`config.mk`:
```
export PLATFORM = sky130hd
export DESIGN_NAME = coeff_load_ctrl
export DESIGN_NICKNAME = d
export VERILOG_FILES = /design/src/rtl/coeff_load_ctrl.sv
export SDC_FILE = /design/constraint.sdc
export NUM_CORES = 1
export LEC_CHECK = 0
export ABC_AREA = 0
export BUFFER_PORTS_ARGS = -buffer_cell sky130_fd_sc_hd__buf_2
export CORE_MARGIN = 1
export CORE_UTILIZATION = 48
export CTS_CLUSTER_DIAMETER = 80
export DETAILED_ROUTE_END_ITERATION = 12
export GPL_ROUTABILITY_DRIVEN = 0
export HOLD_SLACK_MARGIN = 0.03
export PLACE_DENSITY = 0.75
export SLEW_MARGIN = 10
export SYNTH_ARGS = -nofsm -noshare
export SYNTH_HDL_FRONTEND = slang
export SYNTH_SLANG_ARGS = --single-unit
```
`constraint.sdc`:
```
create_clock -name clk -period 2.1 [get_ports clk]
set_input_delay 0.42 -clock clk [delete_from_list [all_inputs] [get_ports clk]]
set_output_delay 0.42 -clock clk [all_outputs]
set_load 0.01 [all_outputs]
```
`src/rtl/coeff_load_ctrl.sv`:
```
// Loads an NTAPS-entry FIR coefficient array from a host byte stream, optionally
// mirroring each coefficient to tap NTAPS-1-k. One write cycle per tap; done pulses once.
// s_ready is high only in WAIT_DATA with no abort; the host may stall for any length of time.
// Ports: clk/rst_n (async active-low); start/sym_en/abort control; s_valid/s_data/s_ready
// host stream; addr/coefficient/write_en array write port; busy/done/filter_hold status.
module coeff_load_ctrl #(
    parameter int NTAPS = 71,
    parameter int AW    = 7,
    parameter int DW    = 8
) (
    input  logic          clk,
    input  logic          rst_n,
    input  logic          start,
    input  logic          sym_en,
    input  logic          abort,
    input  logic          s_valid,
    input  logic [DW-1:0] s_data,
    output logic          s_ready,
    output logic [AW-1:0] addr,
    output logic [DW-1:0] coefficient,
    output logic          write_en,
    output logic          busy,
    output logic          done,
    output logic          filter_hold
);

    typedef enum logic [2:0] {
        IDLE,
        WAIT_DATA,
        WRITE_A,
        WRITE_B,
        DONE
    } state_t;

    localparam logic [AW-1:0] TOP_IDX  = AW'(NTAPS - 1);
    localparam logic [AW-1:0] SYM_LAST = AW'((NTAPS - 1) / 2);

    state_t        state_q, state_d;
    logic [AW-1:0] idx_q, idx_d;
    logic          sym_q, sym_d;
    logic [AW-1:0] addr_q, addr_d;
    logic [DW-1:0] coef_q, coef_d;
    logic          we_q, we_d;
    logic          busy_q, busy_d;
    logic          done_q, done_d;

    logic [AW-1:0] mirror_idx;
    logic          at_last;
    logic          need_b;

    assign mirror_idx = TOP_IDX - idx_q;
    assign at_last    = (idx_q == (sym_q ? SYM_LAST : TOP_IDX));
    // The centre tap of an odd-length filter is its own mirror, so it gets one write only.
    assign need_b     = sym_q && (idx_q != mirror_idx);

    assign s_ready     = (state_q == WAIT_DATA) && !abort;
    assign addr        = addr_q;
    assign coefficient = coef_q;
    assign write_en    = we_q;
    assign busy        = busy_q;
    assign done        = done_q;
    assign filter_hold = busy_q;

    // Outputs are registered decodes of the next state, so write_en is visible
    // during the WRITE_A/WRITE_B cycle and done during the DONE cycle.
    always_comb begin
        state_d = state_q;
        idx_d   = idx_q;
        sym_d   = sym_q;
        addr_d  = addr_q;
        coef_d  = coef_q;
        we_d    = 1'b0;

        case (state_q)
            IDLE: begin
                if (start) begin
                    state_d = WAIT_DATA;
                    sym_d   = sym_en;
                    idx_d   = '0;
                end
            end
            WAIT_DATA: begin
                if (s_valid && s_ready) begin
                    state_d = WRITE_A;
                    we_d    = 1'b1;
                    addr_d  = idx_q;
                    coef_d  = s_data;
                end
            end
            WRITE_A: begin
                if (need_b) begin
                    state_d = WRITE_B;
                    we_d    = 1'b1;
                    addr_d  = mirror_idx;
                end else if (at_last) begin
                    state_d = DONE;
                end else begin
                    idx_d   = idx_q + AW'(1);
                    state_d = WAIT_DATA;
                end
            end
            WRITE_B: begin
                if (at_last) begin
                    state_d = DONE;
                end else begin
                    idx_d   = idx_q + AW'(1);
                    state_d = WAIT_DATA;
                end
            end
            DONE: begin
                state_d = IDLE;
            end
            default: begin
                state_d = IDLE;
            end
        endcase

        // Abort overrides everything outside IDLE; a write already on the port still completes.
        if (abort && (state_q != IDLE)) begin
            state_d = IDLE;
            idx_d   = idx_q;
            addr_d  = addr_q;
            coef_d  = coef_q;
            we_d    = 1'b0;
        end
    end

    assign busy_d = (state_d == WAIT_DATA) || (state_d == WRITE_A) || (state_d == WRITE_B);
    assign done_d = (state_d == DONE);

    always_ff @(posedge clk or negedge rst_n) begin
        if (!rst_n) begin
            state_q <= IDLE;
            idx_q   <= '0;
            sym_q   <= 1'b0;
            addr_q  <= '0;
            coef_q  <= '0;
            we_q    <= 1'b0;
            busy_q  <= 1'b0;
            done_q  <= 1'b0;
        end else begin
            state_q <= state_d;
            idx_q   <= idx_d;
            sym_q   <= sym_d;
            addr_q  <= addr_d;
            coef_q  <= coef_d;
            we_q    <= we_d;
            busy_q  <= busy_d;
            done_q  <= done_d;
        end
    end

endmodule
```
# Yosys cells after proc, flatten, opt, wreduce, memory -nomap -nowiden
# Cells that the tools add are included.
# classes
bitwise_logic,1
eq_ne,13
reduce_logical,15
mux,18
add_sub_neg,2
# op_table
operator,n
$mux 7,6
$pmux 7 s3,1
$mux 3,5
$pmux 7 s2,1
$eq 3x2->1 const B,4
$pmux 3 s4,1
$reduce_and 4->1,2
$add 7x1->7 const B,1
$eq 7x7->1,1
$ne 7x7->1,1
$sub 7x7->7 const A,1
$eq 3x1->1 const B,2
$ne 2x2->1 const B,3
$reduce_bool 3->1,2
$logic_and 1x1->1,4
$eq 3x3->1 const B,1
$logic_not 3->1,1
$mux 1,3
$reduce_and 3->1,1
$logic_or 1x1->1,2
$ne 2x1->1 const B,1
$pmux 1 s2,1
$reduce_and 2->1,1
$reduce_bool 2->1,1
2 further kinds,2
# totals
reg_bits,29
inputBits,14

# Depth between registers and ports, before layout
# Gate-level depths: netlist (run 1).
# logic_depth
word_depth,9
mapped_depth,6
mapped_depth_nobuf,6

# Worst setup path before layout (run 1)
# OpenSTA, ideal clock, no wires.
# synth_timing
path_kind,register to register
from,register idx_q[1]
to,register addr_q[0] (netlist: addr[0])
stages_incl_launch_ff,7
period_less_slack_ns,2.055
required_time_ns,1.975
t_arrival_ns,1.930
setup_time_ns,0.125
path_slack_ns,0.045
cell_sequence,dfrtp_1 -> ha_1 -> a21oi_1 -> mux2i_2 -> o211ai_4 -> a22oi_4 -> mux2_2
# synth_between
elab_chain_cells,5
# synth_lines
item,line,text
start: declaration,39,"logic [AW-1:0] idx_q, idx_d;"
start signal: assignment,143,idx_q <= idx_d;
$sub 7x7->7,51,assign mirror_idx = TOP_IDX - idx_q;
$ne 7x7->1 *,54,assign need_b = sym_q && (idx_q != mirror_idx);
$logic_and 1x1->1 *,54,
$ne 2x2->1 (no source line) *,n/a,
$reduce_and 4->1 (no source line) *,n/a,
end signal: assignment,145,addr_q <= addr_d;
end: declaration,41,"logic [AW-1:0] addr_q, addr_d;"
# Mark *: on every way between the ends. The rest lies on a longest branch, timed or not.
# A chain may end at the register's enable or synchronous reset.

# Final worst setup path (run 1)
# layout_timing
from,register idx_q[0]
to,register addr_q[0] (netlist: addr[0])
# layout_between
elab_chain_cells,5
word_cells_on_any_way,8
classes_between,add/sub: 1; eq/ne: 2; mux: 3; reduce/logical: 2
# layout_lines
item,line
$sub 7x7->7,51
$ne 7x7->1,54
$logic_and 1x1->1,54
$ne 2x2->1 (no source line),n/a
$reduce_and 4->1 (no source line),n/a
# Several ways; a longest one is shown, not always the timed one. The select of a mux whose other input is x is not followed.

==> run summary, run 1 <==
DRT met1 WL = 1460 µm
Cells after Synth = 132
final hold violations = 0
vias after detailed routing = 1164
Post-synth ARST share = 100%
clk sinks = 29
Final Max Slew Viols = 0
drc violations = 0
Setup crit end kind = flop
crit path cell chain = ha_4, a21oi_1, mux2i_2, o211ai_4, a22oi_4, mux2_2
clk_lat worst skew = 0.32 ns
Arrival @ worst endpoint = 2.25 ns
DIE AREA = 3420 µm²
synth warn = 0
DIE WIDTH = 58.5 µm
kind of critical path = reg -> reg
post-synth top area share = 47.4%
top post-synthesis cells by area = dfrtp_1 (47%), mux2_2 (15%), nand3_1 (2.6%)
Tightest Pin Transition = 0.630 ns
most frequent cells in the layout = buf_2 (33), dfrtp_1 (29), mux2_2 (20)
slowest cell on the critical path = dfrtp_1
cell-internal power = 0.00124 W
post-route clock skew = 0.00499 ns
htree depth = 2
Total Wirelength = 3150 µm
GRT overflow = 0
Worst Path Max Fanout = 8
FILL cells = 258
vias in the first global route = 1105
DPL Wire Length = 2250 µm
CTS buffer count = 5
Die Ht = 58.5 µm
Overall Global Routing Usage = 19.8%
Final Power = 0.00195 W
HP Class = in -> async
commonest non-fill, non-tap cell in the layout = buf_2
Top FF cell, synth = dfrtp_1
leakage power = 0.937 nW
Sw Ratio = 36.6%
core area = 3030 µm²
period utilization = 97.3%
Ports = 34
cts hold-fix bufs = 0
diodes inserted = 0
CP max stage delay = 0.43 ns
Final min period = 2.04 ns
number of I/O port buffers = 33
worst vdd ir = 0.661 mV
largest area contributor in the netlist = dfrtp_1
Reg clk slew, reported paths = 0.09 ns
mean area per synthesized cell = 11.6 µm²
initial drt markers = 67
final core area utilization = 60.9%
global-route wire length before repair = 4920 µm
FF+latch count, synth = 29
met3 routed WL = 93 µm
nets = 192
DR pass1 iterations = 4
worst endpoint required time = 2.31 ns
initial antenna violation count = 0
maximum operating frequency = 489 MHz
layout cells sized above 1 = 45.2%
initial core utilization = 50.5%
Rows = 20
DR top layer = met4
CTS tree = yes
Clk pwr share = 16.4%
library cells used by synthesis = 40
drt via density = 5.27
register area share after synthesis = 47.4%
Finish-stage setup viols = 0
Syn Std Cell Area = 1530 µm²
Reg power frac = 42.6%
status = finished clean
Slew headroom = 58.0%
Syn Nets = 148
CP startpoint kind = flop
DRT antenna net count = 0
pwr/cell area = 1060 nW/µm²
Root Buffer = clkbuf_4
maximum number of pins on one net before global-route repair = 30
power share of the combinational group = 41.0%
Area Growth Syn to Fin = 20.5%
CTS Buffer Depth = 2
P_sw = 0.000714 W
metal2 WL = 1540 µm
MaxCap Viol Count = 0
number of synthesized flops with an enable pin = 0
DR WL/cell = 14.2 µm
## logic make-up after synthesis
family,Yosys count,share of synthesized area (%)
xor gates and xnor gates,5,2.86
DFF,29,47.4
adders and majority gates,2,1.64
muxes,21,15.6
AOI/OAI and AO/OA,21,11.9
buffers and inverters,5,2.21
and+or+nand+nor,49,18.4
## stage by stage
step           instance area, µm²  setup TNS, ns  setup WS, ns  hold slack [ns]  std cells
2_1_floorplan                1530              0        0.0448            0.124        132
3_3_place_gp                 1770              0         0.115            0.468        212
3_5_place_dp                 1770              0        0.0365            0.480        212
4_1_cts                      1820              0       0.00503            0.114        220
5_1_grt                      1840        -0.0748       -0.0184            0.154        221
6_report                     1840              0        0.0564            0.110        221
## sequential cells by signal, summed over array words and instances, names as in the netlist
signal / cells
coefficient: 8
done: 1
addr: 7
state_q: 3
write_en: 1
idx_q: 7
busy: 1
sym_q: 1
## routing by layer
metal	vias up	global-route usage (%)
li1	566	-
met1	570	25.4
met2	21	30.4
met3	7	4.62
met4	0	12.2
met5	-	0
## worst max-delay path, delay by kind of cell (launching register included)
kind	cells	cell delay, ns
adder cells (fa/ha/maj)	1	0.30
AO/OA/AOI/OAI	3	0.54
multiplexers	2	0.66
flip-flops	1	0.43
## power groups by stage
stage | Sequential (W) | Clock (W) | Combinational [W]
5_1_grt | 0.000857 | 0.000355 | 0.000871
6_report | 0.000833 | 0.000320 | 0.000801
3_3_place_gp | 0.000828 | 0 | 0.000764
3_5_place_dp | 0.000840 | 0 | 0.000780
4_1_cts | 0.000829 | 0.000336 | 0.000787
2_1_floorplan | 0.000887 | 0 | 0.000465
## layout make-up
class / count / area [µm²] / share of cell area, %
repair buffers: 41 / 225 / 12.2
inverters: 1 / 3.75 / 0.204
flip-flops and latches: 29 / 726 / 39.3
clock inverters: 2 / 10.0 / 0.543
well taps: 44 / 55.1 / 2.99
multi-input cells: 98 / 783 / 42.5
clock buffers: 6 / 41.3 / 2.24
## worst paths after layout
path	end	cells past startpoint	slack, ns	from
hold reg to reg	coefficient[3]	1	0.51	coefficient[3]
setup reg to reg	addr[0]	6	0.06	idx_q[0]
setup / recovery	addr[0]	6	0.06	idx_q[0]
max in group asynchronous	addr[1]	1	1.58	rst_n
hold / removal	addr[0]	1	0.11	rst_n
min in group clk	sym_q	2	0.32	sym_en
## synthesized netlist by cell type (all sizes together) (2+ instances only)
cell type   n
dfrtp      29
mux2       20
nor2       12
nand3       8
a21oi       5
nand2       5
nor2b       5
buf         4
o21ai       4
or3         4
xor2        4
a22oi       2
and3        2
ha          2
nand2b      2
nor4        2
o2bb2ai     2
## repair_timing
action	in CTS	in global routing
resized for setup	0	1
setup buffers	0	1
pin swaps	1	2
setup endpoints to repair	6	7
No activity file was read; power rests on OpenSTA's default activity.
==> inputs of run 2 (changes only) <==
CAP_MARGIN = 5   (was not set)
clock period = 1.8 ns   (was 2.1 ns; I/O delays follow)
==> run summary, run 2 (synthesis results as in run 1) <==
Total Wirelength = 3410 µm
DIE AREA = 3420 µm²
Setup Total Neg Slack = -0.711 ns
Placed Area = 1890 µm²
DR WL/cell = 14.5 µm
CTS buffer count = 5
Worst Path Max Fanout = 7
most frequent cells in the layout = buf_2 (33), dfrtp_1 (25), buf_4 (21)
Ports = 34
nets = 207
FILL cells = 232
Final min period = 1.89 ns
Reg clk slew, reported paths = 0.09 ns
vias in the first global route = 1227
initial core utilization = 50.5%
maximum number of pins on one net before global-route repair = 30
pwr/cell area = 1300 nW/µm²
CTS tree = yes
WHS = 0.0326 ns
Final Power = 0.00270 W
Place WS = -0.133 ns
CP startpoint kind = flop
worst endpoint required time = 2.02 ns
initial drt markers = 32
drc violations = 0
worst vdd ir = 0.571 mV
DIE WIDTH = 58.5 µm
final hold violations = 0
DRT antenna net count = 0
Overall Global Routing Usage = 22.7%
crit path cell chain = ha_4, a21oi_2, mux2i_2, o211ai_4, a22oi_4, buf_12, mux2_4
Final Max Slew Viols = 0
Finish-stage setup viols = 13
max reg flops = 8
Arrival @ worst endpoint = 2.11 ns
final worst setup slack = -0.0931 ns
CP max stage delay = 0.44 ns
slowest cell on the critical path = dfrtp_2
DPL Wire Length = 2400 µm
vias after detailed routing = 1259
Setup crit end kind = flop
Die Ht = 58.5 µm
Tightest Pin Transition = 0.620 ns
Rows = 20
kind of critical path = reg -> reg
diodes inserted = 0
RSZ-0062 raised after global routing = true
area occupied by multi-input gates = 843 µm²
MaxCap Viol Count = 0
Area Growth Syn to Fin = 35.4%
drt via density = 5.33
commonest non-fill, non-tap cell in the layout = buf_2
leakage power = 1.04 nW
clk_lat worst skew = 0.33 ns
status = complete, but fails checks
core area = 3030 µm²
CTS Buffer Depth = 2
period utilization = 105%
number of I/O port buffers = 33
htree depth = 2
HP Class = in -> async
global-route wire length before repair = 5570 µm
failing checks = negative setup slack
Root Buffer = clkbuf_4
DR pass1 iterations = 4
cts hold-fix bufs = 0
maximum operating frequency = 528 MHz
Reg-to-Reg Start = idx_q[1]
Slew headroom = 58.7%
reg2reg end = addr[0]
flop-to-flop setup slack = -0.09 ns
clk sinks = 29
GRT overflow = 0
Seq. cell area = 731 µm²
initial antenna violation count = 0
post-route clock skew = 0.00537 ns
R2R cell count = 7
final instance area = 2070 µm²
layout cells sized above 1 = 55.2%
run 2: cell count changes in the layout (fill, tap and decap cells not counted), moves of 2 or more:
cell,previous run,this run
buf_4,8,21
clkinv_2,2,0
dfrtp_1,29,25
dfrtp_2,0,4
mux2_2,20,13
mux2_4,0,7
nor2b_1,5,3
nor2b_2,0,2
run 2: report_power, final:
part           switching, W  total, W  internal (W)
sequential         0.000137  0.000979      0.000841
combinational      0.000539   0.00116      0.000621
clock              0.000234  0.000565      0.000331
run 2: layer usage:
metal / part of all wire (%) / vias to the layer above / GRT usage, %
met5: 0 / - / 0
met4: 2.1 / 0 / 10.5
met3: 4.8 / 8 / 7.91
met2: 50 / 28 / 38.3
met1: 43 / 628 / 26.0
li1: - / 595 / -
run 2: worst max path at each step:
stage | slack, ns | end | cells after the start | start
2_1_floorplan | -0.14 | addr[0] | 6 | idx_q[1]
3_3_place_gp | -0.07 | addr[0] | 6 | idx_q[0]
3_5_place_dp | -0.13 | addr[6] | 6 | idx_q[1]
4_1_cts | -0.12 | addr[6] | 7 | idx_q[1]
5_1_grt | -0.15 | addr[6] | 7 | idx_q[1]
6_report | -0.09 | addr[0] | 7 | idx_q[1]
run 2: repair_timing:
action / 4_1_cts / 5_1_grt
cloned: 0 / 0
endpoints found under the setup margin: 16 / 17
pin swaps: 6 / 7
setup buffers: 2 / 3
resized for setup: 14 / 3
run 2: cell type report:
type	instances	area share (%)
Inverter	1	0.181
Timing Repair Buffer	56	17.1
Tap cell	44	2.66
Clock inverter	1	1.45
Clock buffer	7	2.66
Sequential cell	29	35.3
Multi-Input combinational cell	98	40.7
run 2: metrics by stage:
stage | cells | utilization [%]
6_report | 236 | 68.4
5_1_grt | 236 | 68.4
4_1_cts | 234 | 67.7
3_5_place_dp | 224 | 62.3
3_3_place_gp | 224 | 62.3
2_1_floorplan | 132 | -
run 2: worst max-delay path: cells and delay by family, from the launching register on:
kind | cells | cell delay [ns]
compound gates | 3 | 0.36
fa+ha+maj | 1 | 0.30
buf+inv | 1 | 0.16
flops | 1 | 0.44
mux | 2 | 0.53
